===== src/rtl/multicycle_cu_pkg.sv =====
// -----------------------------------------------------------------------------
// multicycle_cu_pkg
//   Shared definitions for the multi-cycle control unit: FSM state encodings,
//   opcode/funct values, ALU operation codes, PC / write-register / write-data
//   select codes, the instruction-class enum and the decoded-instruction struct
//   produced by multicycle_cu_decode and consumed by multicycle_cu.
// -----------------------------------------------------------------------------
package multicycle_cu_pkg;

    // FSM state encodings (also the value driven on the State debug output)
    typedef enum logic [2:0] {
        S_IF   = 3'b000,
        S_ID   = 3'b001,
        S_EXE  = 3'b010,
        S_MEM  = 3'b011,
        S_WB   = 3'b100,
        S_HALT = 3'b111
    } state_e;

    // Opcodes
    localparam logic [5:0] OP_RTYPE = 6'b000000;
    localparam logic [5:0] OP_ADDI  = 6'b001000;
    localparam logic [5:0] OP_ORI   = 6'b001101;
    localparam logic [5:0] OP_LW    = 6'b100011;
    localparam logic [5:0] OP_SW    = 6'b101011;
    localparam logic [5:0] OP_BEQ   = 6'b000100;
    localparam logic [5:0] OP_BNE   = 6'b000101;
    localparam logic [5:0] OP_BGTZ  = 6'b000111;
    localparam logic [5:0] OP_J     = 6'b000010;
    localparam logic [5:0] OP_JAL   = 6'b000011;
    localparam logic [5:0] OP_HALT  = 6'b111111;

    // R-type funct codes
    localparam logic [5:0] FUNCT_ADD = 6'b100000;
    localparam logic [5:0] FUNCT_SUB = 6'b100010;
    localparam logic [5:0] FUNCT_AND = 6'b100100;
    localparam logic [5:0] FUNCT_OR  = 6'b100101;
    localparam logic [5:0] FUNCT_SLL = 6'b000000;
    localparam logic [5:0] FUNCT_SLT = 6'b101010;
    localparam logic [5:0] FUNCT_JR  = 6'b001000;

    // ALU operations
    typedef enum logic [2:0] {
        ALU_ADD = 3'd0,
        ALU_SUB = 3'd1,
        ALU_AND = 3'd2,
        ALU_OR  = 3'd3,
        ALU_SLL = 3'd4,
        ALU_SLT = 3'd5
    } alu_op_e;

    // Next-PC source
    localparam logic [1:0] PC_NEXT    = 2'd0;  // PC+4
    localparam logic [1:0] PC_REL     = 2'd1;  // PC+4 + (imm << 2)
    localparam logic [1:0] PC_ABS     = 2'd2;  // jump target field
    localparam logic [1:0] PC_REG_JMP = 2'd3;  // rs register

    // Register-file write address / data sources
    localparam logic [1:0] WR_FROM_RT     = 2'd0;
    localparam logic [1:0] WR_FROM_RD     = 2'd1;
    localparam logic [1:0] WR_FROM_RA     = 2'd2;
    localparam logic       WDATA_FROM_DB  = 1'b0;
    localparam logic       WDATA_FROM_PC4 = 1'b1;

    typedef enum logic [3:0] {
        C_RTYPE,
        C_IMM,
        C_LOAD,
        C_STORE,
        C_BRANCH,
        C_JUMP,
        C_JAL,
        C_JR,
        C_HALT,
        C_ILLEGAL
    } instr_class_e;

    typedef enum logic [1:0] {
        BR_EQ,
        BR_NE,
        BR_GTZ
    } br_cond_e;

    typedef struct packed {
        instr_class_e cls;
        br_cond_e     br;
        alu_op_e      alu_op;
        logic         alu_src_a;
        logic         alu_src_b;
        logic         ext_sel;
    } dec_t;

    // Branch resolution from the SUB flags: rs-rt for BEQ/BNE, rs-0 for BGTZ.
    function automatic logic branch_taken(input br_cond_e br, input logic zero,
                                          input logic sign);
        logic t;
        case (br)
            BR_EQ:   t = zero;
            BR_NE:   t = !zero;
            BR_GTZ:  t = !zero && !sign;
            default: t = 1'b0;
        endcase
        return t;
    endfunction

endpackage


===== src/rtl/multicycle_cu_decode.sv =====
// -----------------------------------------------------------------------------
// multicycle_cu_decode
//   Purely combinational instruction decode: Opcode/Funct -> instruction class,
//   branch condition and the ALU fields (ALUOp, ALUSrcA, ALUSrcB, ExtSel).
//   Ports:
//     opcode_i  [OP_W-1:0]     opcode from IR
//     funct_i   [FUNCT_W-1:0]  funct from IR
//     dec_o     dec_t          decoded fields
// -----------------------------------------------------------------------------
module multicycle_cu_decode
    import multicycle_cu_pkg::*;
#(
    parameter int OP_W    = 6,
    parameter int FUNCT_W = 6
) (
    input  logic [OP_W-1:0]    opcode_i,
    input  logic [FUNCT_W-1:0] funct_i,
    output dec_t               dec_o
);

    logic [5:0] op6;
    logic [5:0] fn6;

    assign op6 = 6'(opcode_i);
    assign fn6 = 6'(funct_i);

    always_comb begin
        dec_o.cls       = C_ILLEGAL;
        dec_o.br        = BR_EQ;
        dec_o.alu_op    = ALU_ADD;
        dec_o.alu_src_a = 1'b0;
        dec_o.alu_src_b = 1'b0;
        dec_o.ext_sel   = 1'b0;

        case (op6)
            OP_RTYPE: begin
                dec_o.cls = C_RTYPE;
                case (fn6)
                    FUNCT_ADD: dec_o.alu_op = ALU_ADD;
                    FUNCT_SUB: dec_o.alu_op = ALU_SUB;
                    FUNCT_AND: dec_o.alu_op = ALU_AND;
                    FUNCT_OR:  dec_o.alu_op = ALU_OR;
                    FUNCT_SLT: dec_o.alu_op = ALU_SLT;
                    FUNCT_SLL: begin
                        dec_o.alu_op    = ALU_SLL;
                        dec_o.alu_src_a = 1'b1;  // shift amount comes from shamt
                    end
                    FUNCT_JR:  dec_o.cls = C_JR;
                    default:   dec_o.cls = C_ILLEGAL;
                endcase
            end
            OP_ADDI: begin
                dec_o.cls       = C_IMM;
                dec_o.alu_op    = ALU_ADD;
                dec_o.alu_src_b = 1'b1;
                dec_o.ext_sel   = 1'b1;
            end
            OP_ORI: begin
                // logical immediate is zero-extended
                dec_o.cls       = C_IMM;
                dec_o.alu_op    = ALU_OR;
                dec_o.alu_src_b = 1'b1;
            end
            OP_LW, OP_SW: begin
                dec_o.cls       = (op6 == OP_LW) ? C_LOAD : C_STORE;
                dec_o.alu_op    = ALU_ADD;
                dec_o.alu_src_b = 1'b1;
                dec_o.ext_sel   = 1'b1;
            end
            OP_BEQ, OP_BNE, OP_BGTZ: begin
                dec_o.cls     = C_BRANCH;
                dec_o.alu_op  = ALU_SUB;
                dec_o.ext_sel = 1'b1;
                dec_o.br      = (op6 == OP_BEQ) ? BR_EQ :
                                (op6 == OP_BNE) ? BR_NE : BR_GTZ;
            end
            OP_J:    dec_o.cls = C_JUMP;
            OP_JAL:  dec_o.cls = C_JAL;
            OP_HALT: dec_o.cls = C_HALT;
            default: dec_o.cls = C_ILLEGAL;
        endcase
    end

endmodule


===== src/rtl/multicycle_cu.sv =====
// -----------------------------------------------------------------------------
// multicycle_cu
//   Multi-cycle control unit. An FSM walks each instruction through
//   IF/ID/EXE/MEM/WB and drives the datapath strobes as an unregistered decode
//   of (State, Opcode, Funct, flags). HALT is sticky until reset. RetireCnt
//   counts instructions in the cycle that asserts PCWre (the last state of
//   every instruction).
//   Handshakes: in IF the IR loads (IRWre) in any cycle IReady=1 and the FSM
//   advances on that same edge; in MEM the data strobe stays low every cycle
//   and the FSM advances on the edge where DReady=1.
//   Ports:
//     CLK, Reset (async, active-low)
//     Opcode, Funct            instruction fields from IR
//     Zero, Sign               ALU flags (sampled in EXE)
//     IReady, DReady           memory-ready handshakes
//     PCWre, IRWre, RegWre     enables
//     nRD, nWR                 data-memory strobes (active-low)
//     ALUSrcA, ALUSrcB, DB, WrRegSel, WrDataSel, ExtSel, PCSel, ALUOp  selects
//     State, Halted, RetireCnt status
// -----------------------------------------------------------------------------
module multicycle_cu
    import multicycle_cu_pkg::*;
#(
    parameter int OP_W    = 6,
    parameter int FUNCT_W = 6,
    parameter int ALUOP_W = 3,
    parameter int CNT_W   = 32
) (
    input  logic               CLK,
    input  logic               Reset,
    input  logic [OP_W-1:0]    Opcode,
    input  logic [FUNCT_W-1:0] Funct,
    input  logic               Zero,
    input  logic               Sign,
    input  logic               IReady,
    input  logic               DReady,
    output logic               PCWre,
    output logic               IRWre,
    output logic               RegWre,
    output logic               nRD,
    output logic               nWR,
    output logic               ALUSrcA,
    output logic               ALUSrcB,
    output logic               DB,
    output logic [1:0]         WrRegSel,
    output logic               WrDataSel,
    output logic               ExtSel,
    output logic [1:0]         PCSel,
    output logic [ALUOP_W-1:0] ALUOp,
    output logic [2:0]         State,
    output logic               Halted,
    output logic [CNT_W-1:0]   RetireCnt
);

    state_e           state_q, state_d;
    logic [CNT_W-1:0] cnt_q, cnt_d;
    dec_t             dec;
    logic             taken;

    multicycle_cu_decode #(
        .OP_W    (OP_W),
        .FUNCT_W (FUNCT_W)
    ) u_decode (
        .opcode_i (Opcode),
        .funct_i  (Funct),
        .dec_o    (dec)
    );

    assign taken     = branch_taken(dec.br, Zero, Sign);
    assign State     = state_q;
    assign RetireCnt = cnt_q;

    // An instruction retires exactly when it loads the PC.
    assign cnt_d = PCWre ? cnt_q + CNT_W'(1) : cnt_q;

    // State register and retire counter
    always_ff @(posedge CLK or negedge Reset) begin
        if (!Reset) begin
            state_q <= S_IF;
            cnt_q   <= '0;
        end else begin
            state_q <= state_d;
            cnt_q   <= cnt_d;
        end
    end

    // Next-state logic
    always_comb begin
        state_d = S_IF;
        case (state_q)
            S_IF:  state_d = IReady ? S_ID : S_IF;
            S_ID: begin
                case (dec.cls)
                    C_JUMP, C_JAL, C_JR, C_ILLEGAL: state_d = S_IF;
                    C_HALT:                         state_d = S_HALT;
                    default:                        state_d = S_EXE;
                endcase
            end
            S_EXE: begin
                case (dec.cls)
                    C_BRANCH:        state_d = S_IF;
                    C_LOAD, C_STORE: state_d = S_MEM;
                    default:         state_d = S_WB;
                endcase
            end
            S_MEM: begin
                if (!DReady)              state_d = S_MEM;
                else if (dec.cls == C_LOAD) state_d = S_WB;
                else                      state_d = S_IF;
            end
            S_WB:   state_d = S_IF;
            S_HALT: state_d = S_HALT;
            default: state_d = S_IF;  // 101/110 recover to fetch
        endcase
    end

    // Output decode
    always_comb begin
        PCWre     = 1'b0;
        IRWre     = 1'b0;
        RegWre    = 1'b0;
        nRD       = 1'b1;
        nWR       = 1'b1;
        ALUSrcA   = 1'b0;
        ALUSrcB   = 1'b0;
        DB        = 1'b0;
        WrRegSel  = WR_FROM_RT;
        WrDataSel = WDATA_FROM_DB;
        ExtSel    = 1'b0;
        PCSel     = PC_NEXT;
        ALUOp     = ALUOP_W'(ALU_ADD);
        Halted    = 1'b0;

        case (state_q)
            S_IF: begin
                // Gated by Reset so no enable is seen while reset is held.
                IRWre = IReady && Reset;
            end
            S_ID: begin
                case (dec.cls)
                    C_JUMP: begin
                        PCWre = 1'b1;
                        PCSel = PC_ABS;
                    end
                    C_JAL: begin
                        PCWre     = 1'b1;
                        PCSel     = PC_ABS;
                        RegWre    = 1'b1;
                        WrRegSel  = WR_FROM_RA;
                        WrDataSel = WDATA_FROM_PC4;
                    end
                    C_JR: begin
                        PCWre = 1'b1;
                        PCSel = PC_REG_JMP;
                    end
                    C_ILLEGAL: PCWre = 1'b1;  // retire as NOP
                    default: ;
                endcase
            end
            S_EXE, S_MEM, S_WB: begin
                // ALU controls are held from EXE through WB: there is no ALU
                // output register, so the result must stay valid until written.
                ALUOp   = ALUOP_W'(dec.alu_op);
                ALUSrcA = dec.alu_src_a;
                ALUSrcB = dec.alu_src_b;
                ExtSel  = dec.ext_sel;
                if (state_q == S_EXE && dec.cls == C_BRANCH) begin
                    PCWre = 1'b1;
                    PCSel = taken ? PC_REL : PC_NEXT;
                end
                if (state_q == S_MEM) begin
                    nRD   = !(dec.cls == C_LOAD);
                    nWR   = !(dec.cls == C_STORE);
                    PCWre = (dec.cls == C_STORE) && DReady;
                end
                if (state_q == S_WB) begin
                    RegWre   = 1'b1;
                    PCWre    = 1'b1;
                    DB       = (dec.cls == C_LOAD);
                    WrRegSel = (dec.cls == C_LOAD || dec.cls == C_IMM) ?
                               WR_FROM_RT : WR_FROM_RD;
                end
            end
            S_HALT: Halted = 1'b1;
            default: ;
        endcase
    end

endmodule


===== config.mk =====
export PLATFORM = sky130hd
export DESIGN_NAME = multicycle_cu
export DESIGN_NICKNAME = d
export VERILOG_FILES = /design/src/rtl/multicycle_cu_pkg.sv /design/src/rtl/multicycle_cu_decode.sv /design/src/rtl/multicycle_cu.sv
export SDC_FILE = /design/constraint.sdc
export NUM_CORES = 1
export LEC_CHECK = 0
export CAP_MARGIN = 20
export CORE_MARGIN = 1.5
export CORE_UTILIZATION = 51
export DETAILED_ROUTE_END_ITERATION = 10
export GPL_ROUTABILITY_DRIVEN = 1
export PLACE_DENSITY_LB_ADDON = 0.12
export SYNTH_ARGS = -nofsm -noshare
export SYNTH_HDL_FRONTEND = slang
export SYNTH_SLANG_ARGS = --single-unit

===== constraint.sdc =====
create_clock -name CLK -period 11.99 [get_ports CLK]
set_clock_uncertainty 0.05 [all_clocks]
set_input_delay 2.9975 -clock CLK [delete_from_list [all_inputs] [get_ports CLK]]
set_output_delay 2.9975 -clock CLK [all_outputs]
set_load 0.02 [all_outputs]

==> qor.yml, run 1 <==
logic_synthesis:
  syn_area_mm2: 0.00227
  synth_area_leader_cell: "dfrtp_1"
  synth_fp_nets: 279
  avgSynthCellArea_um2: 8.75
  synth_top_area_share_pct: 38.5
  synth-edff-count: 0
  ys_seq_area_share_pct: 38.5
  synth.area.top_cells: "dfrtp_1 39%, xnor2_1 12%, nand4_1 5.2%, and3_1 4.1%, nor2_1 3.8%"
  syn_inst: 260
  async_flop_share_pct: 100
  synth.distinct_cells: 47
  ys_warn_count: 0
  synth_flop_cell: "dfrtp_1"
  synth.ff_latch_count: 35
route:
  initialDrtViolationCount: 92
  avgRoutedWirePerCell_um: 14.5
  drc: 0
  ant_nets: 0
  viasPerCell: 5.83
  num_vias: 2162
  wirelength_um: 5390
  firstDrtPassIters: 4
sta:
  relSlewSlack_pct: 51.8
  min_period_over_period_pct: 79.5
  postLayoutSetupSlackWorst_ns: 2.46
  clock.fmax_mhz: 105
  setup_violations: 0
  fin_crit_ns: 9.53
  rsz0062_at_grt: "no"
  slew_viol_final: 0
  worstMarginPinSlew_ns: 0.716
  setup_tns_ns: 0
  hold_viol: 0
critical_path:
  worstReg2RegEnd: "RetireCnt[28]$_DFFE_PN0P_"
  path_max_fanout: 33
  cp.required_ns: 8.94
  cp_top_family: "buffers and inverters"
  cp-end-kind: "primary output"
  cp_num_buf_inv: 3
  cpPeakStageDelay_ns: 0.68
  crit_chain: "clkdlybuf4s50_1 -> or3_1 -> or4_4 -> or3_1 -> o21ai_1 -> and2b_1 -> a311o_1 -> buf_4 -> clkdlybuf4s50_1"
  setup.worst_path.start: "Opcode[3]"
  path_depth: 9
  cp-start-kind: "input pin"
  cpMaxStageDelayCell: "clkdlybuf4s50_1"
  r2r_cells: 8
  rr_startpoint: "RetireCnt[3]$_DFFE_PN0P_"
  arrival_ns: 6.49
  r2r_setup_slack_ns: 9.45
  crit_type: "input pin to primary output"
floorplanning:
  core_area_mm2: 0.00432
  die_y_um: 69.8
  initial_utilization_pct: 52.6
  die-area_mm2: 0.00487
  row_count: 24
  die_width_um: 69.8
  io_pins: 71
global_routing:
  antenna_found_initial: 0
  grt_pass1_wl_um: 8570
  globalRouteOverflowTotal: 0
  first_global_vias: 1884
  grt_usage_pct: 21.8
  grt_start_max_net_pins: 37
cts:
  root_buffer: "clkbuf_8"
  clkTransAtPathRegs_ns: 0.07
  htreeDepth: 2
  cts_buffers: 5
  cts_tree: "yes"
  cts_hold_buffers: 0
  clock_latency_ns: 0.29
  cts_sinks: 35
  postCtsSetupBuffers: 0
  cts-resized-gates: 0
  clk_path_buf_depth: 2
min_path:
  hold_depth: 1
  whs_endpoint: "RetireCnt[31]$_DFFE_PN0P_"
  worstHoldPathType: "flop to flop"
  min_from: "RetireCnt[31]$_DFFE_PN0P_"
outcome:
  status: "finished clean"
final_layout:
  regArea_um2: 876
  layout_commonest_cell: "clkdlybuf4s50_1"
  drive_gt1_share_pct: 5.33
  final_util_pct: 69.8
  final_cell_mix: "70 x clkdlybuf4s50_1, 35 x dfrtp_1, 30 x xnor2_1"
  layout.nets: 337
  syn_to_final_growth_pct: 32.7
  antenna_cells: 0
  multiInputGateArea_mm2: 0.00126
  fillCellCount: 366
  final_cells: 371
place:
  gp_congestion: 0.865
  dp_cells: 363
  io_buffers: 70
  hpwl_um: 3910
  place_ws_ns: 2.49
pwr:
  vdd_ir_drop_max_mv: 0.106
  finalPower_mw: 0.335
  p_leak_nw: 1.17
  power_density_mw_per_mm2: 111
flow_run:
  max_cap_violations: 0
sequential cells by signal, summed over array words and instances, names as in the netlist:
register / flops
RetireCnt: 32
State: 3
routing by layer:
metal | vias to the layer above | share of wire [%] | wire length [µm] | GRT usage (%)
met2 | 86 | 44 | 2370 | 32.1
met4 | 0 | 0.87 | 47 | 4.70
met5 | - | 0 | 0 | 0
met1 | 1012 | 48 | 2560 | 31.2
met3 | 7 | 7.7 | 414 | 7.70
li1 | 1057 | - | - | -
power by group:
group | leakage (nW) | switching (mW) | internal [mW] | total, mW
combinational | 0.650 | 0.0569 | 0.0470 | 0.104
sequential | 0.477 | 0.0185 | 0.129 | 0.148
clock | 0.0412 | 0.0428 | 0.0406 | 0.0834
cell type report:
cell class              instances  area share [%]
clock buffers                   6            2.40
clock inverters                 2           0.415
inverters                       4           0.498
multi-input cells             200            41.8
flip-flops and latches         35            29.0
well taps                      52            2.16
repair buffers                 72            23.7
synthesized netlist by cell type, drive strengths merged, types with 2 or more instances:
cell,instances
a21oi,10
or2,2
a21boi,2
or4,4
nor3,7
buf,8
nand4,19
mux2,2
a22o,2
or3,4
nor4,4
nor2b,4
clkbuf,13
xnor2,30
o31ai,3
nor2,23
dfrtp,35
inv,4
a211oi,2
nand2,19
and4,3
o21ai,2
nand3,17
nand2b,8
and3,15
how the worst max path moves through the flow:
| stage | to | slack, ns |
|---|---|---|
| 2_1_floorplan | PCWre | 3.78 |
| 3_3_place_gp | PCWre | 2.56 |
| 3_5_place_dp | PCWre | 2.49 |
| 4_1_cts | PCWre | 2.48 |
| 5_1_grt | PCWre | 2.27 |
| 6_report | PCWre | 2.46 |
metrics by stage:
stage | area, µm² | hold WS (ns)
after floorplan | 2270 | 0.532
after global placement | 2930 | 0.411
after detailed placement | 2930 | 0.417
after CTS | 3020 | 0.426
after global routing | 3020 | 0.444
final | 3020 | 0.424
worst register-to-register path: cells and delay by family, from the launching register on:
kind	cells	cell delay, ns
simple gates	7	1.77
flops	1	0.45
xor+xnor	1	0.15
cells by family after synthesis:
group | Yosys count | share of synthesized area (%)
AO/OA/AOI/OAI | 33 | 10.3
XOR/XNOR | 31 | 11.9
adder cells (fa/ha/maj) | 1 | 0.550
buffers and inverters | 25 | 6.05
flip-flops | 35 | 38.5
multiplexers | 3 | 1.43
AND/OR/NAND/NOR | 132 | 31.2
No activity file was read; power rests on OpenSTA's default activity.
==> inputs of run 2 (changes only) <==
CORE_UTILIZATION = 42   (was 51)
clock period = 7.65 ns   (was 11.99 ns; I/O delays follow)
==> run 2 against run 1 <==
Effect of this change:
- die area rose by 20%
- clock-buffer cell count did not move
- first-iteration DRC count increased by 13%
- combinational power rose by 59%
- flip-flop and latch count did not move
- cell count up 5.4%
- via count hardly changed
- core utilization is 11 points lower
- non-clock buffer count up 2
- critical endpoint unchanged
==> qor.yml, run 2 (synthesis results as in run 1) <==
outcome:
  status: "finished clean"
critical_path:
  arrival_ns: 5.01
  crit_chain: "clkdlybuf4s50_1 -> buf_4 -> or3_1 -> or4_4 -> or3_1 -> o21ai_1 -> and2b_1 -> a311o_1 -> clkdlybuf4s50_1"
  cp-start-kind: "input pin"
  crit_type: "input pin to primary output"
  cp.required_ns: 5.69
  path_max_fanout: 12
  cpMaxStageDelayCell: "clkdlybuf4s50_1"
  cpPeakStageDelay_ns: 0.65
  cp-end-kind: "primary output"
cts:
  postCtsSetupBuffers: 0
  cts_buffers: 5
  root_buffer: "clkbuf_8"
  cts_sinks: 35
  cts_hold_buffers: 0
  clock_latency_ns: 0.29
  cts-resized-gates: 0
  clkTransAtPathRegs_ns: 0.07
  htreeDepth: 2
  clk_path_buf_depth: 2
  cts_tree: "yes"
floorplanning:
  row_count: 26
  die-area_mm2: 0.00587
  die_y_um: 76.6
  io_pins: 71
  die_width_um: 76.6
  initial_utilization_pct: 44.0
  core_area_mm2: 0.00517
global_routing:
  grt_pass1_wl_um: 9250
  antenna_found_initial: 0
  globalRouteOverflowTotal: 0
  grt_start_max_net_pins: 37
  grt_usage_pct: 19.1
  first_global_vias: 2019
place:
  placed_area_mm2: 0.00297
  hpwl_um: 3900
  gp_congestion: 0.882
  io_buffers: 70
sta:
  slew_viol_final: 0
  min_period_over_period_pct: 91.1
  rsz0062_at_grt: "no"
  holdWs_ns: 0.419
  setup_tns_ns: 0
  hold_viol: 0
  fin_crit_ns: 6.97
  worstMarginPinSlew_ns: 0.533
  relSlewSlack_pct: 64.2
  setup_violations: 0
  clock.fmax_mhz: 143
route:
  firstDrtPassIters: 5
  initialDrtViolationCount: 104
  num_vias: 2161
  drc: 0
  wirelength_um: 5360
  avgRoutedWirePerCell_um: 13.7
  viasPerCell: 5.53
  ant_nets: 0
final_layout:
  layout.nets: 339
  final_cell_mix: "70 x clkdlybuf4s50_1, 35 x dfrtp_1, 30 x xnor2_1"
  largest_reg_flops: 32
  syn_to_final_growth_pct: 34.3
  antenna_cells: 0
  drive_gt1_share_pct: 5.92
  final_area_mm2: 0.00306
  layout_commonest_cell: "clkdlybuf4s50_1"
flow_run:
  max_cap_violations: 0
pwr:
  p_leak_nw: 1.18
  vdd_ir_drop_max_mv: 0.0803
  power_density_mw_per_mm2: 172
min_path:
  worstHoldPathType: "flop to flop"
run 2: layout make-up:
class / instances / area, µm²
Clock inverter: 2 / 12.5
Tap cell: 70 / 87.6
Clock buffer: 6 / 72.6
Fill cell: 469 / 2120
Sequential cell: 35 / 876
Inverter: 4 / 15.0
Multi-Input combinational cell: 200 / 1260
Timing Repair Buffer: 74 / 731
run 2: worst max-delay path, delay by kind of cell:
family                 cells  cell delay (ns)
buffers and inverters      3             1.21
AOI/OAI and AO/OA          2             0.41
and+or+nand+nor            4             1.47
run 2: per-layer routing:
metal	wire length, µm	track usage, %	up-vias
li1	-	-	1053
met3	244	3.59	4
met4	36	5.19	0
met5	0	0	-
met2	2530	31.8	67
met1	2550	25.3	1037
run 2: worst paths after layout:
path / slack [ns] / endpoint / startpoint / cells past startpoint
worst max register to register: 5.11 / RetireCnt[28]$_DFFE_PN0P_ / RetireCnt[3]$_DFFE_PN0P_ / 8
worst min-delay path: 0.42 / RetireCnt[31]$_DFFE_PN0P_ / RetireCnt[31]$_DFFE_PN0P_ / 1
worst max-delay path: 0.68 / PCWre / Opcode[3] / 9
max in group asynchronous: 5.23 / RetireCnt[19]$_DFFE_PN0P_ / Reset / 2
min in group asynchronous: 2.00 / RetireCnt[6]$_DFFE_PN0P_ / Reset / 2
worst min register to register: 0.42 / RetireCnt[31]$_DFFE_PN0P_ / RetireCnt[31]$_DFFE_PN0P_ / 1
run 2: power breakdown:
group | switching [mW] | internal [mW]
combinational | 0.0903 | 0.0743
clock | 0.0660 | 0.0636
sequential | 0.0299 | 0.203
total | 0.186 | 0.341
run 2: per-stage QoR:
| stage | setup slack (ns) | util, % | total power [mW] | std cells |
|---|---|---|---|---|
| 6_report | 0.681 | 59.1 | 0.527 | 391 |
| 5_1_grt | 0.521 | 59.1 | 0.555 | 391 |
| 3_5_place_dp | 0.690 | 57.4 | 0.400 | 383 |
| 2_1_floorplan | 1.61 | - | 0.335 | 260 |
| 3_3_place_gp | 0.742 | 57.4 | 0.397 | 383 |
| 4_1_cts | 0.668 | 59.1 | 0.530 | 391 |
